==> src/rtl/pcm_to_i2s.sv <==
// PCM-to-I2S serializer: 2-entry stereo sample FIFO feeding an I2S master (sck = clk/2).
// Define PCM_TO_I2S_UNDERFLOW_REPEAT_EN to resend the last popped sample on underflow instead of zeros.
module pcm_to_i2s #(
  parameter int NUMBER_OF_BITS = 16,
  parameter int SLOT_BITS      = 32
) (
  input  logic                      clk,
  input  logic                      rst_n,
  input  logic                      enable,
  input  logic                      s_valid,
  input  logic [NUMBER_OF_BITS-1:0] s_left,
  input  logic [NUMBER_OF_BITS-1:0] s_right,
  output logic                      s_ready,
  output logic                      sck,
  output logic                      ws,
  output logic                      sd,
  output logic                      underflow
);

  localparam int              CW   = $clog2(2 * SLOT_BITS);
  localparam int              W    = 2 * NUMBER_OF_BITS;
  localparam logic [CW-1:0]   LAST = CW'(2 * SLOT_BITS - 1);
  localparam logic [CW-1:0]   SLOT = CW'(SLOT_BITS);
  localparam logic [CW-1:0]   NB   = CW'(NUMBER_OF_BITS);

  logic [W-1:0]              r_mem [2];
  logic                      r_wptr;
  logic                      r_rptr;
  logic [1:0]                r_count;
  logic                      r_ready;
  logic                      r_sck;
  logic                      r_ws;
  logic                      r_sd;
  logic                      r_underflow;
  logic [CW-1:0]             r_cnt;
  logic [NUMBER_OF_BITS-1:0] r_sh_l;
  logic [NUMBER_OF_BITS-1:0] r_sh_r;

  logic                      w_push;
  logic                      w_fall;
  logic                      w_wrap;
  logic                      w_pop;
  logic                      w_empty_wrap;
  logic [1:0]                w_count_nxt;
  logic [CW-1:0]             w_cnt_nxt;
  logic                      w_ws_nxt;
  logic [CW-1:0]             w_pos;
  logic                      w_data_pos;
  logic [W-1:0]              w_fill;
  logic [W-1:0]              w_load;

  assign w_push       = s_valid && r_ready;
  assign w_fall       = enable && r_sck;
  assign w_wrap       = w_fall && (r_cnt == LAST);
  assign w_pop        = w_wrap && (r_count != 2'd0);
  assign w_empty_wrap = w_wrap && (r_count == 2'd0);

  always_comb begin
    w_count_nxt = r_count;
    case ({w_push, w_pop})
      2'b10:   w_count_nxt = r_count + 2'd1;
      2'b01:   w_count_nxt = r_count - 2'd1;
      default: w_count_nxt = r_count;
    endcase
  end

  always_comb begin
    w_cnt_nxt  = (r_cnt == LAST) ? '0 : r_cnt + 1'b1;
    w_ws_nxt   = (w_cnt_nxt >= SLOT);
    w_pos      = w_ws_nxt ? (w_cnt_nxt - SLOT) : w_cnt_nxt;
    w_data_pos = (w_pos != '0) && (w_pos <= NB);
  end

`ifdef PCM_TO_I2S_UNDERFLOW_REPEAT_EN
  logic [W-1:0] r_last;

  always_ff @(posedge clk or negedge rst_n) begin
    if (!rst_n) begin
      r_last <= '0;
    end else if (w_pop) begin
      r_last <= r_mem[r_rptr];
    end
  end

  assign w_fill = r_last;
`else
  assign w_fill = '0;
`endif

  assign w_load = w_pop ? r_mem[r_rptr] : w_fill;

  always_ff @(posedge clk) begin
    if (w_push) begin
      r_mem[r_wptr] <= {s_left, s_right};
    end
  end

  always_ff @(posedge clk or negedge rst_n) begin
    if (!rst_n) begin
      r_wptr  <= 1'b0;
      r_rptr  <= 1'b0;
      r_count <= 2'd0;
      r_ready <= 1'b0;
    end else begin
      if (w_push) r_wptr <= ~r_wptr;
      if (w_pop)  r_rptr <= ~r_rptr;
      r_count <= w_count_nxt;
      r_ready <= (w_count_nxt != 2'd2);
    end
  end

  // ws/sd are only updated on the sck 1->0 edge so they are settled at every sck rise.
  always_ff @(posedge clk or negedge rst_n) begin
    if (!rst_n) begin
      r_sck       <= 1'b0;
      r_ws        <= 1'b0;
      r_sd        <= 1'b0;
      r_cnt       <= LAST;
      r_sh_l      <= '0;
      r_sh_r      <= '0;
      r_underflow <= 1'b0;
    end else begin
      r_underflow <= w_empty_wrap;
      if (!enable) begin
        r_sck <= 1'b0;
        r_ws  <= 1'b0;
        r_sd  <= 1'b0;
        r_cnt <= LAST;
      end else begin
        r_sck <= ~r_sck;
        if (r_sck) begin
          r_cnt <= w_cnt_nxt;
          r_ws  <= w_ws_nxt;
          r_sd  <= 1'b0;
          if (w_wrap) begin
            r_sh_l <= w_load[W-1:NUMBER_OF_BITS];
            r_sh_r <= w_load[NUMBER_OF_BITS-1:0];
          end else if (w_data_pos) begin
            if (!w_ws_nxt) begin
              r_sd   <= r_sh_l[NUMBER_OF_BITS-1];
              r_sh_l <= r_sh_l << 1;
            end else begin
              r_sd   <= r_sh_r[NUMBER_OF_BITS-1];
              r_sh_r <= r_sh_r << 1;
            end
          end
        end
      end
    end
  end

  assign s_ready   = r_ready;
  assign sck       = r_sck;
  assign ws        = r_ws;
  assign sd        = r_sd;
  assign underflow = r_underflow;

endmodule

==> config.mk <==
export PLATFORM = sky130hd
export DESIGN_NAME = pcm_to_i2s
export DESIGN_NICKNAME = d
export VERILOG_FILES = /design/src/rtl/pcm_to_i2s.sv
export SDC_FILE = /design/constraint.sdc
export NUM_CORES = 1
export LEC_CHECK = 0
export ABC_AREA = 1
export CAP_MARGIN = 25
export CORE_MARGIN = 8
export CORE_UTILIZATION = 24
export CTS_CLUSTER_SIZE = 24
export DETAILED_ROUTE_END_ITERATION = 8
export PLACE_DENSITY = 0.46
export SYNTH_ARGS = -nofsm -noshare
export SYNTH_HDL_FRONTEND = slang
export SYNTH_SLANG_ARGS = --single-unit
==> constraint.sdc <==
create_clock -name clk -period 6.4 [get_ports clk]
set_input_delay 0.96 -clock clk [delete_from_list [all_inputs] [get_ports clk]]
set_output_delay 0.96 -clock clk [all_outputs]
set_load 0.05 [all_outputs]
# Word-level counts from Yosys, hierarchy flattened
# Memories as Yosys holds them, arrays and structs flattened.
# Cells that the tools add are included.
# Widths: inputs -> output; s select.
dict set report classes {
  n_lt_le_gt_ge 2
  reduce_logical 13
  eq_ne 6
  add_sub_neg 4
  bitwise 3
  n_mux 22
}
# cell count
set op_table {}
lappend op_table {{$mux 16} 6}
lappend op_table {{$mux 32} 1}
lappend op_table {{$mux 6} 4}
lappend op_table {{$mux 1} 10}
lappend op_table {{$reduce_and 4->1} 2}
lappend op_table {{$add 6x1->6 const B} 1}
lappend op_table {{$eq 6x6->1 const B} 1}
lappend op_table {{$ge 6x6->1 const B} 1}
lappend op_table {{$le 6x5->1 const B} 1}
lappend op_table {{$logic_and 1x1->1} 6}
lappend op_table {{$reduce_bool 2->1} 3}
lappend op_table {{$reduce_bool 6->1} 1}
lappend op_table {{$sub 6x6->6 const B} 1}
lappend op_table {{$ne 2x2->1 const B} 2}
lappend op_table {{$pmux 2 s2} 1}
lappend op_table {{$not 1->1} 3}
lappend op_table {{$add 2x1->2 const B} 1}
lappend op_table {{$eq 2x1->1 const B} 1}
lappend op_table {{$eq 2x2->1 const B} 1}
lappend op_table {{$logic_not 2->1} 1}
lappend op_table {{$ne 2x1->1 const B} 1}
lappend op_table {{$sub 2x1->2 const B} 1}
dict set report word_totals {
  input_bits 36
  ff_bits 47
  n_memories 1
  ram_bits 64
}
# name depth word_bits rd rd_clocked_by_memory_dff write_ports line_no
set mem_list {}
lappend mem_list {r_mem 2 32 1 0 1 26} ;# logic [W-1:0] r_mem [2];

# Logic depth before layout (Yosys ltp)
dict set report depth {
  word_depth 10
  ltp_mapped 13
}

# Least setup slack after synthesis
# Ideal clock, no wire load.
dict set report synth_path {
  kind {in2reg}
  from {input port s_valid}
  to {memory r_mem[0][0] (netlist name), enable pin}
  t_required_ns 5.979
  n_path_buf 0
  path_stages 2
  setup_slack_ns 3.523
  t_arrival_ns 2.456
  setup_ns 0.421
  cell_sequence {nand2_1 > nor2_1}
}
dict set report synth_between {
  elab_chain_cells 3
}
# element line_no
set synth_lines {}
lappend synth_lines {{from (decl)} 10} ;# input logic s_valid,
lappend synth_lines {{$logic_and 1x1->1} 52} ;# assign w_push = s_valid && r_ready;
lappend synth_lines {{$mux 1} 93} ;# if (w_push) begin
lappend synth_lines {{$mux 1 (implied by the code)} 94} ;# r_mem[r_wptr] <= {s_left, s_right};
lappend synth_lines {{to (decl)} 26}
# Every way passes these cells.

# Worst setup path after layout
dict set report layout_path {
  from {input port enable}
  to {register r_ready, in the netlist s_ready}
}
dict set report layout_between {
  elab_chain_cells 6
  word_cells_on_any_way 7
  cone_classes {eq/ne: 3; mux: 1; reduce/logical: 3}
}
# element line_no
set layout_lines {}
lappend layout_lines {{from (decl)} 9} ;# input logic enable,
lappend layout_lines {{$logic_and 1x1->1 (*)} 53} ;# assign w_fall = enable && r_sck;
lappend layout_lines {{$logic_and 1x1->1 (*)} 54} ;# assign w_wrap = w_fall && (r_cnt == LAST);
lappend layout_lines {{$logic_and 1x1->1 (*)} 55} ;# assign w_pop = w_wrap && (r_count != 2'd0);
lappend layout_lines {{via w_pop} 42} ;# logic w_pop;
lappend layout_lines {{$eq 2x1->1 or $eq 2x2->1 (tied branches)} 60} ;# case ({w_push, w_pop})
lappend layout_lines {{$pmux 2 s2 (*)} 60}
lappend layout_lines {{via w_count_nxt[1]} 44} ;# logic [1:0] w_count_nxt;
lappend layout_lines {{$ne 2x2->1 (*)} 108} ;# r_ready <= (w_count_nxt != 2'd2);
lappend layout_lines {{to (signal assigned)} 108}
lappend layout_lines {{to (decl)} 30} ;# logic r_ready;
# The timed path passes the listed nets; every way through them passes the cells marked *.
# A chain may end at the register's enable or synchronous reset.

==> results.tsv <==
metric	value	unit
insertion_delay	0.35	ns
crit_fanout	32	
yosysUniqueCellTypes	30	
yosys_warnings	0	
status	complete, no violations	
tightestPinTransition	0.848	ns
nFillCells	1965	
max_stage_delay	0.45	ns
area_delta_synth_final	19.9	%
yosysTopAreaCellShare	41.0	%
utilization	29.1	%
worstSetupPathType	input port to register	
critPathBufInv	3	
setup.reg_to_reg.worst_slack	3.84	ns
min-delay-start	r_sh_l[4]	
grt_max_degree	50	
drv_slew	0	
track_usage	8.45	%
cts_tree	done	
worst_r2r_endpoint	s_ready	
nNetsFinal	481	
postCtsHoldBufs	0	
crit_chain	clkdlybuf4s50_1, nand2_1, nor2_2, nand2_1, buf_4, inv_1, ha_1, a21oi_1, o21ai_0, xor2_1, nand3_1	
cts_resized	0	
path_common_cell	nand2_1	
syn_nets	442	
synth-seq-cells	111	
cp_slowest_cell	clkdlybuf4s50_1	
power.total	2.09	mW
whs	0.473	ns
ir_drop	0.139	mV
clockBufferDepth	2	
core.rowCount	51	
cp_top_family	buffers and inverters	
synth_edf_count	64	
route.final.wire_length	9.51	mm
min_period	2.93	ns
final_common_cell	nand2_1	
wl_per_cell	13.3	µm
numClockSinks	111	
power_leakage	2.37	nW
synthFlopType	edfxtp_1	
syn_area	0.00469	mm²
end_kind	register	
coreArea	0.0193	mm²
fin_crit_sh	45.8	%
port_buffers	40	
path_clk_slew	0.07	ns
holdPathStages	2	
fin_setup_tns	0	ns
die_h	156	µm
cp.arrival	3.16	ns
yosysTopAreaCell	edfxtp_1	
final_cell_mix	122 x nand2_1, 64 x edfxtp_1, 40 x dfrtp_1	
die_x	156	µm
syn_avg_cell_area	11.6	µm²
cts_inserted_buffers	9	
cts_max_level	3	
dieArea	0.0243	mm²
ys_seq_area_share	66.2	%
seq_area	0.00311	mm²
drive_gt1_share	10.7	%
ios	41	
vias	2954	
rr_startpoint	r_cnt[0]	
crit_required	6.62	ns
worstSetupStartpointType	input port	
dp_hpwl	6.07	mm
fin_ws	3.47	ns
drc_errors	0	
first_pass_iters	5	
grt_pass1_vias	2964	
overflow	0	
min_to	r_sh_l[4]	
place_congestion	0.692	
max_freq	0.341	GHz
dp_slack	3.05	ns
postCtsSetupBuffers	0	
postRouteAntennaNets	0	
r2r_cells	13	
synthArstFlopShare	42.3	%
synth_cells	404	
grt_pass1_wl	15.8	mm
viasPerCell	4.14	
diodes	0	
multiInputGateArea	0.00141	mm²
cap_violations	0	
antenna_found_initial	0	
slew_headroom	43.4	%
hold_path_class	register to register	
drtIter0Drc	216	
hold_viol	0	
finalClockSkew	0.00889	ns
cts_root_buffer	clkbuf_16	
rsz0062_at_grt	no	
finalSetupViolations	0	
cellPowerDensity	372	mW/mm²
synthTopCellsByArea	edfxtp_1 41%, dfrtp_1 22%, nand2_1 9.8%, mux2i_1 6.4%, nand3_1 3.5%	
initial_utilization	24.3	%
==> registers in the layout, summed over array words and instances, names as in the netlist <==
| register | count |
|---|---|
| s_ready | 1 |
| r_rptr | 1 |
| r_sh_l | 16 |
| r_sh_r | 16 |
| sd | 1 |
| ws | 1 |
| r_count | 2 |
| r_mem | 64 |
| sck | 1 |
| underflow | 1 |
| r_wptr | 1 |
| r_cnt | 6 |
==> worst reg2reg max path, cell delays in order (launching register included) <==
cell and delay [ns]:
dfstp_2 0.58, ha_1 0.25, nand2_2 0.08, nor2_1 0.08, nand2_1 0.11, nor2_2 0.13
nand2_1 0.06, buf_4 0.23, inv_1 0.14, ha_1 0.25, a21oi_1 0.11, o21ai_0 0.11
xor2_1 0.20, nand3_1 0.10
==> where the power goes <==
group	total (mW)	switching (mW)	internal, mW	leakage [nW]
combinational	0.545	0.333	0.212	1.04
sequential	1.04	0.0872	0.950	1.20
clock	0.512	0.249	0.262	0.128
==> synthesized netlist by cell type, types with 4 or more instances <==
cell type    n
nand2_1    122
edfxtp_1    64
dfrtp_1     41
nand3_1     33
o21ai_0     33
mux2i_1     30
inv_1       15
nor2_1       9
dfstp_2      6
buf_2        5
buf_6        5
clkbuf_1     5
nand2_2      5
nand3_2      4
==> stage by stage <==
stage	cell area [µm²]	cells
2_1_floorplan	4690	404
3_3_place_gp	5340	696
3_5_place_dp	5340	696
4_1_cts	5600	712
5_1_grt	5620	713
6_report	5620	713
==> kinds of logic after synthesis <==
kind of cell | Yosys count | synth area share [%]
adder cells (fa/ha/maj) | 2 | 0.534
AO/OA/AOI/OAI | 40 | 4.75
AND/OR/NAND/NOR | 185 | 17.8
buffers and inverters | 33 | 3.73
flip-flops | 111 | 66.2
XOR/XNOR | 3 | 0.560
multiplexers | 30 | 6.40
==> how the worst max path moves through the flow <==
stage,from,endpoint,cells after the start
global placement,enable,s_ready,11
detailed placement,enable,s_ready,11
finish,enable,s_ready,11
global route,enable,s_ready,11
floorplan,s_valid,r_mem[0][0],2
CTS,enable,s_ready,11
==> layer usage <==
layer | track usage [%] | wire length (µm) | part of all wire (%)
met5 | 0 | 0 | 0
met4 | 4.02 | 179 | 1.9
met3 | 2.83 | 475 | 5.0
met2 | 12.7 | 4460 | 47
met1 | 10.7 | 4390 | 46
==> layout make-up <==
| cell class | instances | area share (%) |
|---|---|---|
| well taps | 265 | 5.90 |
| inverters | 16 | 1.07 |
| clock inverters | 6 | 0.667 |
| clock buffers | 10 | 4.07 |
| flip-flops and latches | 111 | 55.2 |
| multi-input cells | 260 | 25.1 |
| repair buffers | 45 | 7.92 |
No activity file was read; power rests on OpenSTA's default activity.
